$ cat src/rtl/gpu_pkg.sv
// rtl/gpu_pkg.sv - opcodes, sequencer state encodings and command-record sizing
package gpu_pkg;

    typedef enum logic [1:0] {
        OP_NOP   = 2'd0,
        OP_DRAW  = 2'd1,
        OP_CLEAR = 2'd2,
        OP_FENCE = 2'd3
    } gpu_op_t;

    localparam logic [2:0] ST_IDLE       = 3'd0;
    localparam logic [2:0] ST_SETUP      = 3'd1;
    localparam logic [2:0] ST_STROBE     = 3'd2;
    localparam logic [2:0] ST_WAIT_START = 3'd3;
    localparam logic [2:0] ST_WAIT_DONE  = 3'd4;
    localparam logic [2:0] ST_FENCE      = 3'd5;

    // op + address + three 16-bit source fields + clear color + screen rectangle
    function automatic int cmd_rec_bits(input int w, input int h);
        return 2 + 32 + 3 * 16 + 16 + 2 * w + 2 * h;
    endfunction

endpackage

$ cat src/rtl/gpu_cmd_sequencer_if.sv
// rtl/gpu_cmd_sequencer_if.sv - CPU-side command bus into the GPU command sequencer
interface gpu_cmd_sequencer_if
    import gpu_pkg::*;
#(
    parameter int FB_WIDTH  = 400,
    parameter int FB_HEIGHT = 240
);
    localparam int W = $clog2(FB_WIDTH) + 2;
    localparam int H = $clog2(FB_HEIGHT) + 2;

    logic         cmd_valid;
    logic         cmd_ready;
    gpu_op_t      cmd_op;
    logic [31:0]  cmd_address;
    logic [15:0]  cmd_address_x;
    logic [15:0]  cmd_address_y;
    logic [15:0]  cmd_image_width;
    logic [W-1:0] cmd_width;
    logic [W-1:0] cmd_x;
    logic [H-1:0] cmd_height;
    logic [H-1:0] cmd_y;
    logic [15:0]  cmd_clear_color;

    modport master (
        output cmd_valid, cmd_op, cmd_address, cmd_address_x, cmd_address_y,
               cmd_image_width, cmd_width, cmd_x, cmd_height, cmd_y, cmd_clear_color,
        input  cmd_ready
    );

    modport slave (
        input  cmd_valid, cmd_op, cmd_address, cmd_address_x, cmd_address_y,
               cmd_image_width, cmd_width, cmd_x, cmd_height, cmd_y, cmd_clear_color,
        output cmd_ready
    );

endinterface

$ cat src/rtl/gpu_cmd_fifo.sv
// rtl/gpu_cmd_fifo.sv - synchronous command FIFO with registered occupancy count
module gpu_cmd_fifo #(
    parameter int DEPTH = 4,
    parameter int WIDTH = 8
) (
    input  logic                   clk,
    input  logic                   reset,
    input  logic                   push,
    input  logic [WIDTH-1:0]       wdata,
    input  logic                   pop,
    output logic [WIDTH-1:0]       rdata,
    output logic [$clog2(DEPTH):0] count,
    output logic                   full,
    output logic                   empty
);
    localparam int AW = $clog2(DEPTH);

    logic [WIDTH-1:0] mem [DEPTH];
    logic [AW-1:0]    wr_ptr;
    logic [AW-1:0]    rd_ptr;
    logic             do_push;
    logic             do_pop;

    assign do_push = push & ~full;
    assign do_pop  = pop & ~empty;
    assign full    = (count == (AW+1)'(DEPTH));
    assign empty   = (count == '0);
    assign rdata   = mem[rd_ptr];

    // Storage carries no reset: emptiness is defined by the pointers and count alone.
    always_ff @(posedge clk) begin
        if (do_push) begin
            mem[wr_ptr] <= wdata;
        end
    end

    always_ff @(posedge clk or posedge reset) begin
        if (reset) begin
            wr_ptr <= '0;
            rd_ptr <= '0;
            count  <= '0;
        end else begin
            if (do_push) begin
                wr_ptr <= wr_ptr + 1'b1;
            end
            if (do_pop) begin
                rd_ptr <= rd_ptr + 1'b1;
            end
            case ({do_push, do_pop})
                2'b10:   count <= count + 1'b1;
                2'b01:   count <= count - 1'b1;
                default: count <= count;
            endcase
        end
    end

endmodule

$ cat src/rtl/gpu_cmd_sequencer.sv
// rtl/gpu_cmd_sequencer.sv - queues draw/clear/fence commands and replays them on the GPU strobe/busy handshake
module gpu_cmd_sequencer
    import gpu_pkg::*;
#(
    parameter int  FB_WIDTH      = 400,
    parameter int  FB_HEIGHT     = 240,
    parameter int  DEPTH         = 4,
    parameter int  START_TIMEOUT = 8,
    localparam int W             = $clog2(FB_WIDTH) + 2,
    localparam int H             = $clog2(FB_HEIGHT) + 2,
    localparam int QW            = $clog2(DEPTH) + 1
) (
    input  logic                clk,
    input  logic                reset,
    gpu_cmd_sequencer_if.slave  cmd,
    output logic [31:0]         gpu_address,
    output logic [15:0]         gpu_address_x,
    output logic [15:0]         gpu_address_y,
    output logic [15:0]         gpu_image_width,
    output logic [W-1:0]        gpu_width,
    output logic [W-1:0]        gpu_x,
    output logic [H-1:0]        gpu_height,
    output logic [H-1:0]        gpu_y,
    output logic [15:0]         gpu_clear_color,
    output logic                gpu_draw,
    output logic                gpu_clear,
    input  logic                gpu_busy,
    input  logic                vblank,
    output logic [QW-1:0]       queue_count,
    output logic                idle,
    output logic                error,
    input  logic                error_clear
);
    typedef struct packed {
        gpu_op_t      op;
        logic [31:0]  address;
        logic [15:0]  address_x;
        logic [15:0]  address_y;
        logic [15:0]  image_width;
        logic [W-1:0] width;
        logic [W-1:0] x;
        logic [H-1:0] height;
        logic [H-1:0] y;
        logic [15:0]  clear_color;
    } cmd_rec_t;

    localparam int              REC_W    = cmd_rec_bits(W, H);
    localparam int              TW       = $clog2(START_TIMEOUT + 1);
    localparam logic [TW-1:0]   TMO_LAST = TW'(START_TIMEOUT - 1);

    cmd_rec_t         in_rec;
    cmd_rec_t         head;
    logic [REC_W-1:0] head_bits;
    logic             fifo_full;
    logic             fifo_empty;
    logic             push;
    logic             pop;
    logic [QW-1:0]    count;
    logic [2:0]       state;
    gpu_op_t          cur_op;
    logic [TW-1:0]    tmo_cnt;
    logic             vblank_q;

    assign in_rec = {cmd.cmd_op, cmd.cmd_address, cmd.cmd_address_x, cmd.cmd_address_y,
                     cmd.cmd_image_width, cmd.cmd_width, cmd.cmd_x, cmd.cmd_height,
                     cmd.cmd_y, cmd.cmd_clear_color};
    assign head   = cmd_rec_t'(head_bits);

    // Ready follows the registered count only, so a full FIFO refuses even when a pop is due.
    assign cmd.cmd_ready = ~reset & ~fifo_full;
    assign push          = cmd.cmd_valid & cmd.cmd_ready;
    assign pop           = (state == ST_IDLE) & ~fifo_empty;
    assign queue_count   = count;
    assign idle          = ~reset & (state == ST_IDLE) & (count == '0);

    gpu_cmd_fifo #(
        .DEPTH (DEPTH),
        .WIDTH (REC_W)
    ) u_fifo (
        .clk   (clk),
        .reset (reset),
        .push  (push),
        .wdata (in_rec),
        .pop   (pop),
        .rdata (head_bits),
        .count (count),
        .full  (fifo_full),
        .empty (fifo_empty)
    );

    always_ff @(posedge clk or posedge reset) begin
        if (reset) begin
            state           <= ST_IDLE;
            cur_op          <= OP_NOP;
            tmo_cnt         <= '0;
            vblank_q        <= 1'b0;
            error           <= 1'b0;
            gpu_draw        <= 1'b0;
            gpu_clear       <= 1'b0;
            gpu_address     <= '0;
            gpu_address_x   <= '0;
            gpu_address_y   <= '0;
            gpu_image_width <= '0;
            gpu_width       <= '0;
            gpu_x           <= '0;
            gpu_height      <= '0;
            gpu_y           <= '0;
            gpu_clear_color <= '0;
        end else begin
            vblank_q  <= vblank;
            gpu_draw  <= 1'b0;
            gpu_clear <= 1'b0;
            if (error_clear) begin
                error <= 1'b0;
            end
            case (state)
                ST_IDLE: begin
                    // NOPs are dropped here so they never disturb the parameters on the GPU.
                    if (pop && head.op != OP_NOP) begin
                        cur_op          <= head.op;
                        gpu_address     <= head.address;
                        gpu_address_x   <= head.address_x;
                        gpu_address_y   <= head.address_y;
                        gpu_image_width <= head.image_width;
                        gpu_width       <= head.width;
                        gpu_x           <= head.x;
                        gpu_height      <= head.height;
                        gpu_y           <= head.y;
                        gpu_clear_color <= head.clear_color;
                        state           <= (head.op == OP_FENCE) ? ST_FENCE : ST_SETUP;
                    end
                end
                ST_SETUP: begin
                    gpu_draw  <= (cur_op == OP_DRAW);
                    gpu_clear <= (cur_op == OP_CLEAR);
                    state     <= ST_STROBE;
                end
                ST_STROBE: begin
                    tmo_cnt <= '0;
                    state   <= ST_WAIT_START;
                end
                ST_WAIT_START: begin
                    if (gpu_busy) begin
                        state <= ST_WAIT_DONE;
                    end else if (tmo_cnt == TMO_LAST) begin
                        error <= 1'b1;
                        state <= ST_IDLE;
                    end else begin
                        tmo_cnt <= tmo_cnt + 1'b1;
                    end
                end
                ST_WAIT_DONE: begin
                    if (!gpu_busy) begin
                        state <= ST_IDLE;
                    end
                end
                ST_FENCE: begin
                    if (vblank && !vblank_q) begin
                        state <= ST_IDLE;
                    end
                end
                default: state <= ST_IDLE;
            endcase
        end
    end

endmodule

$ cat src/flat_wrapper.sv
// flat-port wrapper written by rule: the top's interface ports become plain ports
module gpu_cmd_sequencer_flat import gpu_pkg::*;
#(
    parameter int  FB_WIDTH      = 400,
    parameter int  FB_HEIGHT     = 240,
    parameter int  DEPTH         = 4,
    parameter int  START_TIMEOUT = 8,
    localparam int W             = $clog2(FB_WIDTH) + 2,
    localparam int H             = $clog2(FB_HEIGHT) + 2,
    localparam int QW            = $clog2(DEPTH) + 1
)
  (clk, reset, gpu_address, gpu_address_x, gpu_address_y, gpu_image_width, gpu_width, gpu_x, gpu_height, gpu_y, gpu_clear_color, gpu_draw, gpu_clear, gpu_busy, vblank, queue_count, idle, error, error_clear, cmd_cmd_valid, cmd_cmd_op, cmd_cmd_address, cmd_cmd_address_x, cmd_cmd_address_y, cmd_cmd_image_width, cmd_cmd_width, cmd_cmd_x, cmd_cmd_height, cmd_cmd_y, cmd_cmd_clear_color, cmd_cmd_ready);
  gpu_cmd_sequencer_if #(.FB_WIDTH(FB_WIDTH), .FB_HEIGHT(FB_HEIGHT)) cmd_i ();
  input  logic clk;
  input  logic reset;
  output logic [31:0] gpu_address;
  output logic [15:0] gpu_address_x;
  output logic [15:0] gpu_address_y;
  output logic [15:0] gpu_image_width;
  output logic [W-1:0] gpu_width;
  output logic [W-1:0] gpu_x;
  output logic [H-1:0] gpu_height;
  output logic [H-1:0] gpu_y;
  output logic [15:0] gpu_clear_color;
  output logic gpu_draw;
  output logic gpu_clear;
  input  logic gpu_busy;
  input  logic vblank;
  output logic [QW-1:0] queue_count;
  output logic idle;
  output logic error;
  input  logic error_clear;
  input wire logic [$bits(cmd_i.cmd_valid)-1:0] cmd_cmd_valid;
  input wire logic [$bits(cmd_i.cmd_op)-1:0] cmd_cmd_op;
  input wire logic [$bits(cmd_i.cmd_address)-1:0] cmd_cmd_address;
  input wire logic [$bits(cmd_i.cmd_address_x)-1:0] cmd_cmd_address_x;
  input wire logic [$bits(cmd_i.cmd_address_y)-1:0] cmd_cmd_address_y;
  input wire logic [$bits(cmd_i.cmd_image_width)-1:0] cmd_cmd_image_width;
  input wire logic [$bits(cmd_i.cmd_width)-1:0] cmd_cmd_width;
  input wire logic [$bits(cmd_i.cmd_x)-1:0] cmd_cmd_x;
  input wire logic [$bits(cmd_i.cmd_height)-1:0] cmd_cmd_height;
  input wire logic [$bits(cmd_i.cmd_y)-1:0] cmd_cmd_y;
  input wire logic [$bits(cmd_i.cmd_clear_color)-1:0] cmd_cmd_clear_color;
  output wire logic [$bits(cmd_i.cmd_ready)-1:0] cmd_cmd_ready;
  assign cmd_i.cmd_valid = cmd_cmd_valid;
  assign cmd_i.cmd_op = cmd_cmd_op;
  assign cmd_i.cmd_address = cmd_cmd_address;
  assign cmd_i.cmd_address_x = cmd_cmd_address_x;
  assign cmd_i.cmd_address_y = cmd_cmd_address_y;
  assign cmd_i.cmd_image_width = cmd_cmd_image_width;
  assign cmd_i.cmd_width = cmd_cmd_width;
  assign cmd_i.cmd_x = cmd_cmd_x;
  assign cmd_i.cmd_height = cmd_cmd_height;
  assign cmd_i.cmd_y = cmd_cmd_y;
  assign cmd_i.cmd_clear_color = cmd_cmd_clear_color;
  assign cmd_cmd_ready = cmd_i.cmd_ready;
  gpu_cmd_sequencer #(.FB_WIDTH(FB_WIDTH), .FB_HEIGHT(FB_HEIGHT), .DEPTH(DEPTH), .START_TIMEOUT(START_TIMEOUT)) u_core (.clk(clk), .reset(reset), .cmd(cmd_i), .gpu_address(gpu_address), .gpu_address_x(gpu_address_x), .gpu_address_y(gpu_address_y), .gpu_image_width(gpu_image_width), .gpu_width(gpu_width), .gpu_x(gpu_x), .gpu_height(gpu_height), .gpu_y(gpu_y), .gpu_clear_color(gpu_clear_color), .gpu_draw(gpu_draw), .gpu_clear(gpu_clear), .gpu_busy(gpu_busy), .vblank(vblank), .queue_count(queue_count), .idle(idle), .error(error), .error_clear(error_clear));
endmodule
$ cat config.mk
export PLATFORM = sky130hd
export DESIGN_NAME = gpu_cmd_sequencer_flat
export DESIGN_NICKNAME = d
export VERILOG_FILES = /design/src/rtl/gpu_pkg.sv /design/src/rtl/gpu_cmd_sequencer_if.sv /design/src/rtl/gpu_cmd_fifo.sv /design/src/rtl/gpu_cmd_sequencer.sv /design/src/flat_wrapper.sv
export SDC_FILE = /design/constraint.sdc
export NUM_CORES = 1
export LEC_CHECK = 0
export BUFFER_PORTS_ARGS = -buffer_cell sky130_fd_sc_hd__buf_2
export CAP_MARGIN = 20
export CORE_UTILIZATION = 45
export CTS_BUF_LIST = sky130_fd_sc_hd__clkbuf_2
export CTS_CLUSTER_DIAMETER = 30
export DETAILED_ROUTE_END_ITERATION = 7
export PLACE_DENSITY = 0.74
export SYNTH_ARGS = -nofsm -noshare
export SYNTH_HDL_FRONTEND = slang
export SYNTH_SLANG_ARGS = --single-unit
export TNS_END_PERCENT = 5
$ cat constraint.sdc
create_clock -name clk -period 13.3 [get_ports clk]
set_input_delay 0.665 -clock clk [delete_from_list [all_inputs] [get_ports clk]]
set_output_delay 0.665 -clock clk [all_outputs]
set_load 0.02 [all_outputs]
== Word level (Yosys, flattened, before mapping) ==
Memories as Yosys holds them, arrays and structs flattened.
Cells that the tools add are included.
Word-level totals
  RAM bits: 560
  word-level logic and storage cells: 83
  memories kept: 1
  flip-flop bits (word level): 158
  input bits: 146
  output and inout bits: 146
Operators by class
  equal/unequal tests: 18
  reductions and logical operators: 11
  add/subtract/negate cells: 5
  multiplexer cells: 19
  bitwise logic cells: 10
Memory list
  u_core.u_fifo.mem: depth 4, bits a word 140, read ports 1, clocked after Yosys merged registers in 0, write ports 1, RTL line gpu_cmd_fifo.sv:18  | logic [WIDTH-1:0] mem [DEPTH];
Operators by type and width (number)
  3-bit 2-to-1 mux: 6
  3-bit case mux with 6 select lines: 1
  3-bit == test (second input constant): 3
  1-bit 2-to-1 mux: 8
  4-bit 2-to-1 mux: 2
  2-bit inequality test (second input constant): 4
  4-bit case mux with 2 select lines: 1
  1-bit bitwise AND: 7
  2-bit == test (second input constant): 3
  3-bit by 2-bit == test with 1-bit output (second input constant): 2
  3-bit zero test: 2
  3-bit case mux with 2 select lines: 1
  2-bit nonzero test: 3
  2-bit by 1-bit adder with 2-bit output (second input constant): 2
  4-bit by 1-bit adder with 4-bit output (second input constant): 1
  2-bit by 1-bit == test with 1-bit output (second input constant): 2
  4-bit by 3-bit == test with 1-bit output (second input constant): 1
  4-bit AND reduction: 1
  3-bit by 1-bit adder with 3-bit output (second input constant): 1
  3-bit by 1-bit == test with 1-bit output (second input constant): 1
  3-bit by 2-bit inequality test with 1-bit output (second input constant): 1
  1-bit NOT: 3
  3-bit AND reduction: 1
  3-bit by 1-bit subtractor with 3-bit output (second input constant): 1
  other kinds (4): 5

== Depth between registers and ports, before layout ==
Gate-level depths: netlist of the first run.
  depth after elaboration: 7
  gate-level depth with buffers: 10
  gate-level depth less buffers: 10

== Hierarchy ==
A second synthesis of the first run with hierarchy kept.
Unflattened totals
  cells, all modules: 1133
  area, all modules: 26623.0 µm²
By module, submodules not included
  gpu_cmd_fifo: area an instance 20603.5 µm², sequential area each 16991.3 µm², cells each 770, instances 1
  gpu_cmd_sequencer: area an instance 6019.5 µm², sequential area each 3778.6 µm², cells each 363, instances 1

== Worst setup path after synthesis of the first run ==
No wires, ideal clock.
  kind: in2out
  from: input port reset
  to: output port idle
  buffers on the path: 0
  arrival time: 4674 ps
  required time: 12635 ps
  slack: 7961 ps
  cell stages on the path: 2
  path through: inv_1 > and4b_1
Between the ends
  longest elaborated chain between the ends: 3
Ends and longest elaborated chain
  start: declaration: RTL line flat_wrapper.sv:15  | input logic reset;
  1-bit NOT: RTL line gpu_cmd_sequencer.sv:74  | assign idle = ~reset & (state == ST_IDLE) & (count == '0);
  1-bit bitwise AND (2 in a row): RTL line gpu_cmd_sequencer.sv:74
  end: declaration: RTL line flat_wrapper.sv:30  | output logic idle;
No other way between the ends.

== Final worst setup path of the first run ==
  from: register u_core.u_fifo.count[1]
  to: memory u_core.u_fifo.mem[3][104] (netlist name), enable pin
Between the ends
  longest elaborated chain between the ends: 7
Ends and longest elaborated chain
  start: declaration: RTL line gpu_cmd_fifo.sv:12  | output logic [$clog2(DEPTH):0] count,
  start signal: assignment: RTL line gpu_cmd_fifo.sv:50  | 2'b10: count <= count + 1'b1;
  start signal: assignment: RTL line gpu_cmd_fifo.sv:51  | 2'b01: count <= count - 1'b1;
  start signal: assignment: RTL line gpu_cmd_fifo.sv:52  | default: count <= count;
  3-bit == test (*): RTL line gpu_cmd_fifo.sv:26  | assign full = (count == (AW+1)'(DEPTH));
  1-bit NOT (*): RTL line gpu_cmd_fifo.sv:24, gpu_cmd_sequencer.sv:70
  1-bit bitwise AND: RTL line gpu_cmd_sequencer.sv:70  | assign cmd.cmd_ready = ~reset & ~fifo_full;
  1-bit bitwise AND: RTL line gpu_cmd_sequencer.sv:71  | assign push = cmd.cmd_valid & cmd.cmd_ready;
  1-bit bitwise AND (*): RTL line gpu_cmd_fifo.sv:24  | assign do_push = push & ~full;
  1-bit 2-to-1 mux (*): RTL line gpu_cmd_fifo.sv:32  | if (do_push) begin
  1-bit 2-to-1 mux (not written as such) (*): RTL line gpu_cmd_fifo.sv:33  | mem[wr_ptr] <= wdata;
  end: declaration: RTL line gpu_cmd_fifo.sv:18
Mark *: on every way between the ends. The rest lies on a longest branch, timed or not.

==> metrics, run 1 <==
maximum root-to-sink buffer count 3; Fin Setup TNS 0 ns; Core Region 57700 sq um; syn nets 1272; H-tree level count 4; routability cong. 0.725; vias in the first global route 15600; drt wl/cell 20.0 um; Crit-path slowest cell buf_4; placed insts 2140; Layout area overhead 27.0%; Worst Hold Class input pin to register; Starting Density 0.455; Cell Area, Synth 26200 sq um; Via Count 14100; GRT overflow 0; Worst Clk Skew 0.104 ns; CTS tree built; sequential area share after synthesis 0.792; Final Instance Count excl. Fillers 2784; Slew HR 0.307; DRC Markers 0; WP data required 14.17 ns; Cell Rows 88; Unique masters post-synth 42; outcome complete, no violations; Routed WL 55600 um; DIE HEIGHT 243 um; CTS buffer count 183; first-pass GRT wire length 85800 um; RSZ-0062 raised after global routing false; CP Capture Type register; tightest hold margin 0.318 ns; CTS clk-pin slew, worst paths 0.10 ns; dpl cell area 28600 sq um; Peak Freq 261 MHz; CP cell instances inv_1, a31oi_1, and3_4, buf_4, buf_4; worst skew pair latency 1.35 ns; fin area 33300 sq um; Most common cell on crit path buf_4; fraction of layout cells with a size suffix above 1 0.384; Worst EP arrival 4.70 ns; Final period util 0.288; CP Class register to register; yosys warns 0; maximum capacitance violations 0; via/cell ratio 5.06; Pleak 12.5 nW; CTS resizes 0; # IOs 292; largest net degree at the start of global routing 140; Final Util 0.578; GR Util All Layers 0.193; Avg Inst Size Synth 23.4 sq um; Pwr per Cell Area 198 nW/um^2; die area 59300 sq um; flop and latch count out of synthesis 718; Final Slew Violations 0; CP Launch Type register; Final Hold Viols 0; Max VDD drop 172 uV; Critical Path Max Stage Delay 0.82 ns; CTS root buffer clkbuf_2; first drt pass iteration count 4; Iteration-0 DRC Markers 757; worst-path fanout max 55; CTS sink count 718; Slew @ Worst Pin 1.04 ns; min Tclk post-route 3.83 ns; initial antenna violation count 9; Die Span X 243 um; filler cell count 4352; DPL Wire Length 28600 um; nets@finish 2002; Final ANT Viol Nets 0; Mapped Cells 1119; input/output buffers 291; final setup violation count 0
## worst max-delay path, delay by kind of cell, from the launching register on
kind            cells  cell delay, ns
compound gates      1            0.54
buf+inv             3            1.65
flops               1            0.38
simple gates        1            0.73
## logic make-up after synthesis
group           Yosys count  synth area share
compound gates           17           0.00458
buf+inv                  60            0.0101
xor+xnor                  6           0.00200
simple gates             30           0.00744
mux                     281             0.181
fa+ha+maj                 7           0.00362
flops                   718             0.792
## worst paths after layout
| kind | cells past startpoint | to | slack, ns | startpoint |
|---|---|---|---|---|
| worst max register to register | 5 | u_core.u_fifo.mem[3][104]$_DFFE_PP_ | 9.47 | u_core.u_fifo.count[1]$_DFFE_PP0P_ |
| min in group asynchronous | 4 | u_core.u_fifo.count[1]$_DFFE_PP0P_ | 0.71 | reset |
| worst max-delay path | 5 | u_core.u_fifo.mem[3][104]$_DFFE_PP_ | 9.47 | u_core.u_fifo.count[1]$_DFFE_PP0P_ |
| worst min-delay path | 5 | u_core.tmo_cnt[2]$_DFFE_PP0P_ | 0.32 | gpu_busy |
| max in group asynchronous | 5 | u_core.gpu_address_y[12]$_DFFE_PP0P_ | 11.15 | reset |
| worst min register to register | 1 | u_core.gpu_draw$_DFF_PP0_ | 0.43 | u_core.cur_op[1]$_DFFE_PP0P_ |
## layout make-up
cell class,count,area [sq um],share of cell area
Sequential cell,718,20800,0.623
Multi-Input combinational cell,341,5230,0.157
Timing Repair Buffer,594,4480,0.134
Clock buffer,283,1420,0.0425
Tap cell,765,957,0.0287
Clock inverter,59,388,0.0116
Inverter,11,48.8,0.00146
Antenna cell,13,32.5,0.000976
## repair_timing
action	in CTS	in global routing
buffers inserted	0	0
hold buffers	289	0
hold endpoints to repair	830	0
## flip-flops by register name, summed over array words and instances, names as in the netlist, 11 cells and up
signal                  cells
u_core.gpu_address         32
u_core.gpu_address_x       16
u_core.gpu_address_y       16
u_core.gpu_clear_color     16
u_core.gpu_image_width     16
u_core.gpu_width           11
u_core.gpu_x               11
u_core.u_fifo.mem         560
## cell usage after synthesis (all sizes together)
cell	number	area [sq um]
nand3	1	5.00
inv	11	41.3
nand2	2	7.51
or2	2	12.5
clkbuf	29	109
dfrtp	158	3950
o22ai	1	6.26
a31oi	1	6.26
nor2	4	15.0
a21o	1	7.51
nor4	1	21.3
nand4b	1	8.76
and4b	1	10.0
nand4	1	6.26
or4	1	7.51
mux2i	1	10.0
mux2	140	1580
a22o	4	35.0
and3b	1	8.76
xor2	3	26.3
o221ai	1	8.76
edfxtp	560	16800
nor3b	2	15.0
nor3	3	15.0
fa	1	20.0
ha	6	75.1
buf	20	114
nand2b	2	12.5
and2	3	18.8
a221o	1	10.0
mux4	140	3150
o21ai	6	33.8
xnor2	3	26.3
a211oi	1	7.51
and3	5	31.3
a21oi	1	5.00
## power breakdown
| part | leakage [nW] | internal, mW | total, mW | switching (mW) |
|---|---|---|---|---|
| sequential | 6.96 | 2.87 | 3.07 | 0.197 |
| combinational | 4.18 | 0.900 | 2.00 | 1.10 |
| clock | 1.36 | 0.654 | 1.54 | 0.890 |
| total | 12.5 | 4.42 | 6.61 | 2.19 |
## cell usage in the layout (no fill, tap or decap), types with 4 or more instances in the layout
cell type,Yosys,final
edfxtp_1,560,560
buf_2,10,291
dlygate4sd3_1,0,289
clkbuf_2,0,283
dfrtp_1,158,156
mux4_2,140,140
mux2_1,138,138
clkinv_1,0,29
clkinv_2,0,14
diode_2,0,13
buf_4,7,12
inv_1,11,10
ha_1,6,6
clkinvlp_4,0,5
nor2_1,4,4
a22o_1,4,4
and3_4,0,4
bufinv_16,0,4
## through the flow
stage / power [mW] / setup WS [ns]
finish: 6.61 / 9.47
global route: 6.99 / 9.25
CTS: 6.71 / 9.45
detailed placement: 5.08 / 9.17
global placement: 5.02 / 9.26
floorplan: 4.46 / 7.96
## metal layers
metal / GRT usage / vias up / routed length (um)
met3: 0.0728 / 110 / 4470
met5: 0 / - / 43
li1: - / 6225 / -
met1: 0.233 / 7230 / 22500
met4: 0.0805 / 8 / 1180
met2: 0.312 / 503 / 27400
No activity file was read; power rests on OpenSTA's default activity.
==> run 2, diff against run 1 <==
clock period = 3.95 ns   (was 13.3 ns; I/O delays follow)
==> metrics, run 2 (same netlist as run 1, synthesis figures left out) <==
first drt pass iteration count 5 (+1); commonest cells after routing, fill and taps aside edfxtp_1 (560), dlygate4sd3_1 (316), buf_2 (291); biggest regs u_core.u_fifo.mem (560), u_core.gpu_address (32); drt wl/cell 20.4 um (+2.1%); overall power 22.4 mW (+240%); Biggest register u_core.u_fifo.mem; Starting Density 0.455 (unchanged); DRC Markers 0 (unchanged); RR Endpoint u_core.gpu_image_width[5]$_DFFE_PP0P_; Worst Clk Skew 0.101 ns (-0.00359 ns); Worst Reg-to-Reg Cells 4 (-1); Final Slew Violations 0 (unchanged); first-pass GRT wire length 88500 um (+3.2%); outcome complete, no violations; Final Util 0.584 (+0.00679); Routed WL 57100 um (+2.6%); critical path endpoint idle; nets@finish 2029 (+1.3%); Pleak 12.6 nW (+1.1%); Peak Freq 308 MHz; # IOs 292 (unchanged); fraction of layout cells with a size suffix above 1 0.370 (-0.0134); Max VDD drop 535 uV (+210%); Slew HR 0.387 (+0.0800); Worst Hold Class input pin to register; RSZ-0062 raised after global routing false; H-tree level count 4 (unchanged); Via Count 14200 (+0.57%); Iteration-0 DRC Markers 737 (-2.6%); input/output buffers 291 (unchanged); largest net degree at the start of global routing 103 (-26%); Slew @ Worst Pin 0.920 ns (-0.120 ns); final setup violation count 0 (unchanged); GRT overflow 0 (unchanged); via/cell ratio 5.06 (about the same); GR Util All Layers 0.200 (+0.00696); Pwr per Cell Area 665 nW/um^2 (+240%); Core Region 57700 sq um (unchanged); CP Capture Type primary output; DIE HEIGHT 243 um (unchanged); die area 59300 sq um (unchanged); Final period util 0.821; CP Launch Type input pin; commonest non-fill, non-tap cell in the layout edfxtp_1; maximum root-to-sink buffer count 3 (unchanged); CTS root buffer clkbuf_2; Layout area overhead 28.5%; Reg2Reg Setup Slack 1.30 ns (-8.17 ns); maximum capacitance violations 0 (unchanged); min Tclk post-route 3.24 ns; worst skew pair latency 1.34 ns (about the same); CP Class input pin to primary output; Final ANT Viol Nets 0 (unchanged); CTS clk-pin slew, worst paths 0.11 ns (about the same); dpl cell area 28700 sq um (+0.50%); Cell Rows 88 (unchanged); Final Hold Viols 0 (unchanged); CTS sink count 718 (unchanged); CTS resizes 0 (unchanged); CP Launch Point reset; initial antenna violation count 6 (-3); tightest hold margin 0.229 ns (-0.0888 ns); max reg flops 560 (unchanged); Die Span X 243 um (unchanged); DPL Wire Length 29000 um (+1.3%); routability cong. 0.722 (-0.44%); vias in the first global route 15700 (+1.1%); Worst EP arrival 3.05 ns (-1.65 ns); CTS buffer count 179 (-2.2%); worst-path fanout max 78 (+42%); WP data required 3.75 ns (-10.42 ns); FF-to-FF Start u_core.u_fifo.rd_ptr[1]$_DFFE_PP0P_; CTS tree built; fin area 33700 sq um (+1.2%)
## run 2: power by group
part           internal [mW]  switching, mW  total (mW)  leakage (nW)
Combinational           3.08           3.70        6.78          4.34
Sequential              9.66          0.717        10.4          6.96
Clock                   2.30           2.97        5.27          1.33
Total                   15.0           7.38        22.4          12.6
## run 2: final cells by class
| cell class | instances | area, sq um |
|---|---|---|
| sequential | 718 | 20800 |
| inverter | 11 | 48.8 |
| antenna | 3 | 7.51 |
| clock inverter | 64 | 452 |
| fill | 4297 | 24000 |
| tap | 765 | 957 |
| timing repair buffer | 625 | 4890 |
| multi-input combinational | 341 | 5230 |
| clock buffer | 271 | 1360 |
## run 2: what timing repair did
| item | in CTS | in global routing |
|---|---|---|
| hold endpoints to repair | 1292 | 0 |
| hold buffers | 316 | 0 |
| buffers inserted | 0 | 0 |
## run 2: through the flow
step	worst slack [ns]	instances	setup TNS (ns)
after detailed placement	1.28	2144	0
after global placement	1.29	2144	0
after floorplan	-1.10	1119	-544.47
after CTS	0.690	2795	0
final	0.706	2798	0
after global routing	0.569	2797	0
## run 2: worst min path at each step
stage	end	start	slack, ns	cells after the start
final	u_core.u_fifo.mem[2][122]$_DFFE_PP_	cmd_cmd_address[16]	0.23	3
after floorplan	u_core.vblank_q$_DFF_PP0_	vblank	0.23	0
after global routing	u_core.u_fifo.mem[0][131]$_DFFE_PP_	cmd_cmd_address[25]	0.07	3
after detailed placement	u_core.vblank_q$_DFF_PP0_	vblank	0.33	1
after CTS	u_core.u_fifo.mem[2][108]$_DFFE_PP_	cmd_cmd_address[2]	0.0003	3
after global placement	u_core.vblank_q$_DFF_PP0_	vblank	0.32	1
## run 2: metal layers
layer	vias up	GRT usage	routed length, um
li1	6259	-	-
met1	7306	0.243	22900
met2	483	0.328	28800
met3	98	0.0709	4230
met4	10	0.0784	1140
met5	-	0	59
## run 2: worst max-delay path: stages
cell	delay [ns]
dlygate4sd3_1	0.53
dlygate4sd3_1	0.56
buf_2	0.12
dlygate4sd3_1	0.63
inv_8	0.50
and4b_1	0.32
buf_2	0.17
